--- config.mk ---
export PLATFORM = sky130hd
export DESIGN_NAME = ram_b_ctrl
export DESIGN_NICKNAME = d
export VERILOG_FILES = /design/src/rtl/ram_b_ctrl.sv
export SDC_FILE = /design/constraint.sdc
export NUM_CORES = 1
export LEC_CHECK = 0
export BUFFER_PORTS_ARGS = -buffer_cell sky130_fd_sc_hd__buf_2
export CORE_ASPECT_RATIO = 0.8
export CORE_UTILIZATION = 25
export CTS_CLUSTER_SIZE = 12
export DETAILED_ROUTE_END_ITERATION = 7
export PLACE_DENSITY = 0.53
export SETUP_SLACK_MARGIN = 0.05
export SYNTH_ARGS = -nofsm -noshare
export SYNTH_HDL_FRONTEND = slang
export SYNTH_SLANG_ARGS = --single-unit
--- constraint.sdc ---
create_clock -name clk -period 4.83 [get_ports clk]
set_input_delay 0.7245 -clock clk [delete_from_list [all_inputs] [get_ports clk]]
set_output_delay 0.7245 -clock clk [all_outputs]
set_load 0.005 [all_outputs]
--- src/rtl/ram_b_ctrl.sv ---
// ram_b_ctrl: burst sequencer for the partial-sum (b) layer storage of the
// SCAN polar decoder. Layer-level write/read requests are expanded into
// per-beat enables and beat counts. Reads wait while a write to the same
// layer is pending or in progress. Returned read data is tagged with
// valid/beat/last flags that line up with the registered storage output.
module ram_b_ctrl #(
  parameter int N         = 1024,
  parameter int MAX_LAYER = 8,
  parameter int BEAT_LOG  = 6
) (
  input  logic       clk,
  input  logic       rst,
  input  logic       wr_req,
  input  logic [4:0] wr_layer,
  output logic       wr_ready,
  output logic       wr_done,
  input  logic       rd_req,
  input  logic [4:0] rd_layer,
  output logic       rd_ready,
  output logic [4:0] layer_w,
  output logic [3:0] cnta,
  output logic       w_en,
  output logic [4:0] layer_r,
  output logic [3:0] cntb,
  output logic       r_en,
  output logic       rd_valid,
  output logic [3:0] rd_beat,
  output logic       rd_last,
  output logic       layer_err
);

  localparam int LOG_N     = $clog2(N);
  localparam int TOP_LAYER = (MAX_LAYER < LOG_N) ? MAX_LAYER : LOG_N;

  typedef enum logic {W_IDLE, W_BURST} wstate_t;
  typedef enum logic {R_IDLE, R_BURST} rstate_t;

  // A layer is legal when it is non-zero and no deeper than storage and code allow.
  function automatic logic is_legal(input logic [4:0] l);
    return (l != 5'd0) && (int'(l) <= TOP_LAYER);
  endfunction

  // Last beat index of a write burst: a write beat carries 2^(BEAT_LOG+1) values.
  function automatic logic [3:0] wb_last_idx(input logic [4:0] l);
    int n;
    n = 0;
    if (int'(l) > BEAT_LOG + 1) n = (1 << (int'(l) - BEAT_LOG - 1)) - 1;
    return n[3:0];
  endfunction

  // Last beat index of a read burst: a read beat carries 2^BEAT_LOG values.
  function automatic logic [3:0] rb_last_idx(input logic [4:0] l);
    int n;
    n = 0;
    if (int'(l) > BEAT_LOG) n = (1 << (int'(l) - BEAT_LOG)) - 1;
    return n[3:0];
  endfunction

  wstate_t    w_state, w_state_n;
  rstate_t    r_state, r_state_n;
  logic [4:0] layer_w_n, layer_r_n;
  logic [3:0] cnta_n, cntb_n;
  logic [3:0] w_max, w_max_n, r_max, r_max_n;
  logic       w_last, r_last;
  logic       wr_acc, rd_acc, rd_hazard;

  // Write engine registers: state, latched layer, beat counter and burst length.
  always_ff @(posedge clk or posedge rst) begin
    if (rst) begin
      w_state <= W_IDLE;
      layer_w <= 5'd0;
      cnta    <= 4'd0;
      w_max   <= 4'd0;
    end else begin
      w_state <= w_state_n;
      layer_w <= layer_w_n;
      cnta    <= cnta_n;
      w_max   <= w_max_n;
    end
  end

  // Write engine next state; the last beat can accept the next burst with no bubble.
  always_comb begin
    w_state_n = w_state;
    layer_w_n = layer_w;
    cnta_n    = cnta;
    w_max_n   = w_max;
    w_en      = 1'b0;
    w_last    = 1'b0;
    if (w_state == W_BURST) begin
      w_en   = 1'b1;
      w_last = (cnta == w_max);
    end
    wr_ready = (w_state == W_IDLE) || w_last;
    wr_done  = w_last;
    wr_acc   = wr_req && wr_ready;
    if (wr_acc && is_legal(wr_layer)) begin
      w_state_n = W_BURST;
      layer_w_n = wr_layer;
      cnta_n    = 4'd0;
      w_max_n   = wb_last_idx(wr_layer);
    end else if (w_state == W_BURST) begin
      if (w_last) w_state_n = W_IDLE;
      else        cnta_n    = cnta + 4'd1;
    end
  end

  // Read engine registers: state, latched layer, beat counter and burst length.
  always_ff @(posedge clk or posedge rst) begin
    if (rst) begin
      r_state <= R_IDLE;
      layer_r <= 5'd0;
      cntb    <= 4'd0;
      r_max   <= 4'd0;
    end else begin
      r_state <= r_state_n;
      layer_r <= layer_r_n;
      cntb    <= cntb_n;
      r_max   <= r_max_n;
    end
  end

  // Read engine next state, held off while a write to the same layer is pending.
  always_comb begin
    r_state_n = r_state;
    layer_r_n = layer_r;
    cntb_n    = cntb;
    r_max_n   = r_max;
    r_en      = 1'b0;
    r_last    = 1'b0;
    if (r_state == R_BURST) begin
      r_en   = 1'b1;
      r_last = (cntb == r_max);
    end
    rd_hazard = ((w_state == W_BURST) && (layer_w == rd_layer)) ||
                (wr_acc && (wr_layer == rd_layer));
    rd_ready  = ((r_state == R_IDLE) || r_last) && !rd_hazard;
    rd_acc    = rd_req && rd_ready;
    if (rd_acc && is_legal(rd_layer)) begin
      r_state_n = R_BURST;
      layer_r_n = rd_layer;
      cntb_n    = 4'd0;
      r_max_n   = rb_last_idx(rd_layer);
    end else if (r_state == R_BURST) begin
      if (r_last) r_state_n = R_IDLE;
      else        cntb_n    = cntb + 4'd1;
    end
  end

  // Read-return tags and the shared illegal-layer pulse, one cycle behind the issue.
  always_ff @(posedge clk or posedge rst) begin
    if (rst) begin
      rd_valid  <= 1'b0;
      rd_beat   <= 4'd0;
      rd_last   <= 1'b0;
      layer_err <= 1'b0;
    end else begin
      rd_valid  <= r_en;
      rd_beat   <= cntb;
      rd_last   <= r_last;
      layer_err <= (wr_acc && !is_legal(wr_layer)) || (rd_acc && !is_legal(rd_layer));
    end
  end

endmodule

# Word level (Yosys, flattened, before mapping)
# Index checks and enable logic that the tools add are counted.
op_classes:
  n_eq_ne: 6
  n_addsub: 7
  magnitude_cmp: 4
  mux: 18
  shift: 2
  bitwise_logic: 2
  n_reduce_logical: 24
ops:
  columns: ["cell", "n"]
  rows:
  - ["left shift 1 x 32 -> 4 bit, first input constant", 2]
  - ["two-way mux 4 bit", 8]
  - ["subtractor 5 x 3 -> 6 bit, second input constant", 2]
  - ["logical AND 1 bit", 11]
  - ["equality test 5 bit", 2]
  - ["greater-than comparator 5 x 3 -> 1 bit, second input constant", 2]
  - ["<= comparator 5 x 4 -> 1 bit, second input constant", 2]
  - ["two-way mux 1 bit", 10]
  - ["nonzero test 5 bit", 2]
  - ["adder 4 x 1 -> 4 bit, second input constant", 2]
  - ["equality test 4 bit", 2]
  - ["subtractor 4 x 2 -> 4 bit, second input constant", 2]
  - ["subtractor 6 x 2 -> 7 bit, second input constant", 1]
  - ["logical OR 1 bit", 4]
  - ["inequality test 2 x 1 -> 1 bit, second input constant", 2]
  - ["AND reduction 2 bit", 2]
  - ["nonzero test 2 bit", 2]
  - ["logical NOT 1 bit", 3]
  - ["inverter 1 bit", 2]
totals:
  elab_cells: 75
  output_inout_bits: 30
  in_bits: 14
  ff_bits: 35

# Depth between registers and ports, before layout
depth:
  word_depth: 12
  mapped_depth: 10
  mapped_depth_nobuf: 9

# Least setup slack after synthesis
# Ideal clock, no wire load.
synth_timing:
  path_type: "input -> register"
  start: "input port wr_layer[0]"
  end: "register w_max[2]"
  setup_ps: 87
  stages: 9
  setup_slack_ps: 1975
  t_required_ps: 4743
  arrival_time_ps: 2769
  path_buffers: 1
  path_cell_list: "clkbuf_1 > inv_1 > ha_1 > xor2_1 > a2111oi_2 > nand3b_1 > ha_1 > or3_1 > o211ai_1"
synth_between:
  elab_chain_len: 5
  elab_cells_between_ends: 10
  classes_between: "add/sub: 3; order compare: 2; shift: 1; mux: 1; reduce/logical: 3"
synth_lines:
  columns: ["item", "line_no", "source"]
  rows:
  - ["start, declared", "14", "input logic [4:0] wr_layer,"]
  - ["subtractor 5 x 3 -> 6 bit", "47", "if (int'(l) > BEAT_LOG + 1) n = (1 << (int'(l) - BEAT_LOG - 1)) - 1;"]
  - ["subtractor 6 x 2 -> 7 bit", "47", null]
  - ["left shift 1 x 32 -> 4 bit", "47", null]
  - ["subtractor 4 x 2 -> 4 bit", "47", null]
  - ["two-way mux 4 bit", "47", null]
  - ["end signal, assigned", "78", "w_max <= w_max_n;"]
  - ["end, declared", "63", "logic [3:0] w_max, w_max_n, r_max, r_max_n;"]
# Several ways; a longest one is shown, not always the timed one.
# A chain may end at the register's enable or synchronous reset.

# Worst setup path after layout
layout_timing:
  start: "register cnta[1]"
  end: "output port rd_ready"
layout_between:
  elab_chain_len: 8
layout_lines:
  columns: ["item", "line_no", "source"]
  rows:
  - ["start, declared", "21", "output logic [3:0] cnta,"]
  - ["start signal, assigned", "77", "cnta <= cnta_n;"]
  - ["equality test 4 bit", "92", "w_last = (cnta == w_max);"]
  - ["two-way mux 1 bit", "90", "if (w_state == W_BURST) begin"]
  - ["logical OR 1 bit", "94", "wr_ready = (w_state == W_IDLE) || w_last;"]
  - ["logical AND 1 bit", "96", "wr_acc = wr_req && wr_ready;"]
  - ["logical AND 1 bit", "136", "(wr_acc && (wr_layer == rd_layer));"]
  - ["logical OR 1 bit", "135", "rd_hazard = ((w_state == W_BURST) && (layer_w == rd_layer)) ||"]
  - ["logical NOT 1 bit", "137", "rd_ready = ((r_state == R_IDLE) || r_last) && !rd_hazard;"]
  - ["logical AND 1 bit", "137", null]
  - ["end, declared", "19", "output logic rd_ready,"]
# Every way passes these cells.

==> results.py <==
metrics = {
    "run": {
        "drv_cap": 0,
    },
    "power": {
        "switching_share_pct": 38.7,
        "intPower_mw": 0.795,
        "pwr-share-clk_pct": 16.8,
        "power_leakage_nw": 1.09,
        "combinationalPowerShare_pct": 41.9,
        "p_seq_share_pct": 41.3,
        "p_switching_mw": 0.501,
        "power_density_nw_per_um2": 542,
        "peakVddDrop_mv": 0.171,
    },
    "final_layout": {
        "regArea_um2": 876,
        "drive_gt1_share_pct": 28.3,
        "layout_commonest_cell": "buf_2",
        "antenna_cells": 0,
        "stdcell_count": 335,
        "finalNetCount": 254,
        "multi_input_area_um2": 1040,
        "final_cell_mix": "buf_2, dfrtp_1, xnor2_1",
        "syn2layout_area_growth_pct": 20.1,
        "fillers": 815,
    },
    "clocking": {
        "postCtsSetupRepairBufs": 0,
        "clkLatencyLatePin_ns": 0.28,
        "cts.sinks": 35,
        "hold_buffers": 0,
        "htree_levels": 2,
        "cts_tree": "done",
        "root_buffer": "clkbuf_8",
        "post_cts_resized": 0,
        "clkTransAtPathRegs_ns": 0.07,
        "clock_path_buffers": 2,
        "numCtsBuffers": 5,
    },
    "worst_setup_path": {
        "worstReg2RegEnd": "w_max[2]",
        "cp_slowest_cell": "o41a_1",
        "crit_type": "reg -> out",
        "setup.worst_path.end": "rd_ready",
        "r2r_setup_slack_ns": 2.31,
        "cp-end-kind": "output pin",
        "crit_required_ns": 4.11,
        "cpPeakStageDelay_ns": 0.53,
        "cp.arrival_ns": 2.23,
        "reg2reg_depth": 6,
        "startpoint": "cnta[1]",
        "cp-start-kind": "flop",
        "critical_path_peak_fanout": 6,
        "r2r_start": "cnta[1]",
        "crit_chain": "xor2_1, o41a_1, nor3_1, nor2_1, buf_2",
    },
    "grt": {
        "grt_pass1_wl_um": 7680,
        "grt_max_degree": 36,
        "antenna_found_initial": 0,
        "grtUsageTotal_pct": 12.2,
        "grt_overflow": 0,
        "grt_pass1_vias": 1538,
    },
    "timing": {
        "finalHoldViolCount": 0,
        "tns_ns": 0,
        "worstMarginPinSlew_ns": 0.592,
        "slew_viol_final": 0,
        "max_slew_margin_pct": 60.3,
        "timing.final.crit_share_pct": 61.2,
        "fin_skew_ns": 0.00332,
        "final-setup-viol-count": 0,
        "layout_min_cycle_time_ns": 2.95,
        "rsz0062_at_grt": "false",
        "fmax_mhz": 339,
    },
    "yosys": {
        "synth-edff-count": 0,
        "synth_adder_area_share_pct": 6.29,
        "synthXorXnorAreaFrac_pct": 11.4,
        "synth_compound_area_share_pct": 13.2,
        "synth.area.mux_share_pct": 5.59,
        "yosys_warnings": 0,
        "yosys.area_share.simple_pct": 15.9,
        "syn-cell-area_um2": 1990,
        "synth_top_family_by_area": "simple AND/OR/NAND/NOR gates",
        "synth-main-ff-cell": "dfrtp_1",
        "synth-seq-cells": 35,
        "synth.distinct_cells": 46,
        "yosysSeqAreaShare_pct": 44.0,
        "synthCells": 188,
        "syn_nets": 212,
        "synthArstFlopShare_pct": 100,
        "avgSynthCellArea_um2": 10.6,
    },
    "routing": {
        "drtPass1Iterations": 4,
        "num_vias": 1474,
        "wl_um": 4550,
        "drtIter0Drc": 65,
        "viasPerCell": 4.40,
        "routedWlPerCell_um": 13.6,
        "drc": 0,
        "antenna_left": 0,
    },
    "floorplan": {
        "core_area_um2": 7570,
        "fp.dieH_um": 81.8,
        "dieArea_um2": 8330,
        "die_width_um": 102,
        "std_cell_rows": 28,
        "io_pins": 44,
        "initial_core_util_pct": 26.3,
    },
    "place": {
        "port_buffers": 43,
        "placedCellCount": 328,
        "hpwl_um": 3370,
        "gp_congestion": 0.796,
    },
    "hold_path": {
        "hp-class": "reg -> reg",
        "whs_path_depth": 0,
    },
    "status": {
        "status": "finished, final reports clean",
    },
}
## area by class of cell
class | instances | area share [%]
Timing Repair Buffer | 44 | 9.31
Tap cell | 105 | 5.49
Clock buffer | 6 | 3.45
Sequential cell | 35 | 36.6
Multi-Input combinational cell | 136 | 43.6
Inverter | 8 | 1.26
Clock inverter | 1 | 0.209
## power by group through the flow
stage,Sequential [mW],Combinational [mW],Clock [mW]
6_report,0.535,0.543,0.217
3_3_place_gp,0.542,0.539,0
2_1_floorplan,0.529,0.351,0
4_1_cts,0.538,0.551,0.225
5_1_grt,0.554,0.620,0.240
3_5_place_dp,0.542,0.547,0
## through the flow
stage	util [%]	area (um^2)	hold slack, ns	setup WS (ns)	power, mW
floorplan	-	1990	0.448	1.97	0.880
global placement	30.4	2300	0.456	1.95	1.08
detailed placement	30.4	2300	0.455	1.82	1.09
CTS	31.6	2390	0.473	1.85	1.31
global route	31.6	2390	0.489	1.68	1.41
finish	31.6	2390	0.467	1.88	1.30
## flip-flops by register name (all words and copies together) (netlist names)
signal,count
layer_r,5
layer_w,5
rd_valid,1
w_max,4
cntb,4
rd_beat,4
rd_last,1
r_max,4
w_state,1
r_state,1
cnta,4
layer_err,1
## worst max-delay path, delay by kind of cell, from the launching register on
| kind | cells | cell delay, ns |
|---|---|---|
| AOI/OAI and AO/OA | 1 | 0.53 |
| xor gates and xnor gates | 1 | 0.18 |
| DFF | 1 | 0.46 |
| and+or+nand+nor | 2 | 0.61 |
| buffers and inverters | 1 | 0.16 |
## cells by family (layout without fill, tap and decap cells)
kind of cell,after synthesis,in the layout
mux,9,9
simple gates,59,59
flops,35,35
buf+inv,17,59
xor+xnor,26,26
fa+ha+maj,10,10
compound gates,32,32
## worst min-delay path by stage
stage / to / slack (ns) / startpoint
finish: rd_beat[3] / 0.47 / cntb[3]
global route: rd_beat[3] / 0.49 / cntb[3]
CTS: rd_beat[3] / 0.47 / cntb[3]
detailed placement: rd_beat[3] / 0.45 / cntb[3]
global placement: rd_beat[3] / 0.46 / cntb[3]
floorplan: rd_beat[3] / 0.45 / cntb[3]
## layer usage
metal  share of wire (%)  up-vias  routed length [um]  GRT usage [%]
li1                    -      745                   -              -
met1                  54      687                2450           17.3
met2                  40       37                1830           18.0
met3                 5.1        5                 232           3.49
met4                0.81        0                  37           3.48
met5                   0        -                   0              0
## cells in the mapped netlist (2+ instances only)
master    count  share of area, %
or3_1         2              0.63
nor2b_1       2              0.63
and2_1        3              0.94
o31ai_1       5               1.9
xnor2_1      16               7.0
a21oi_1       2              0.50
clkbuf_1      8               1.5
a22o_1        2              0.88
nand2_1      13               2.5
o21ai_0       7               1.8
inv_1         8               1.5
ha_1         10               6.3
mux2_4        3               2.3
nand4b_1      2              0.88
nand3_1       6               1.5
dfrtp_1      35                44
mux2_2        5               2.8
nor3_1        2              0.50
a32o_1        2               1.0
xor2_1       10               4.4
nor4_1        4               1.3
nor2_1       13               2.5
nand3b_1      2              0.75
nand2b_1      4               1.3
Note: power is estimated with default switching activity, not from simulation.
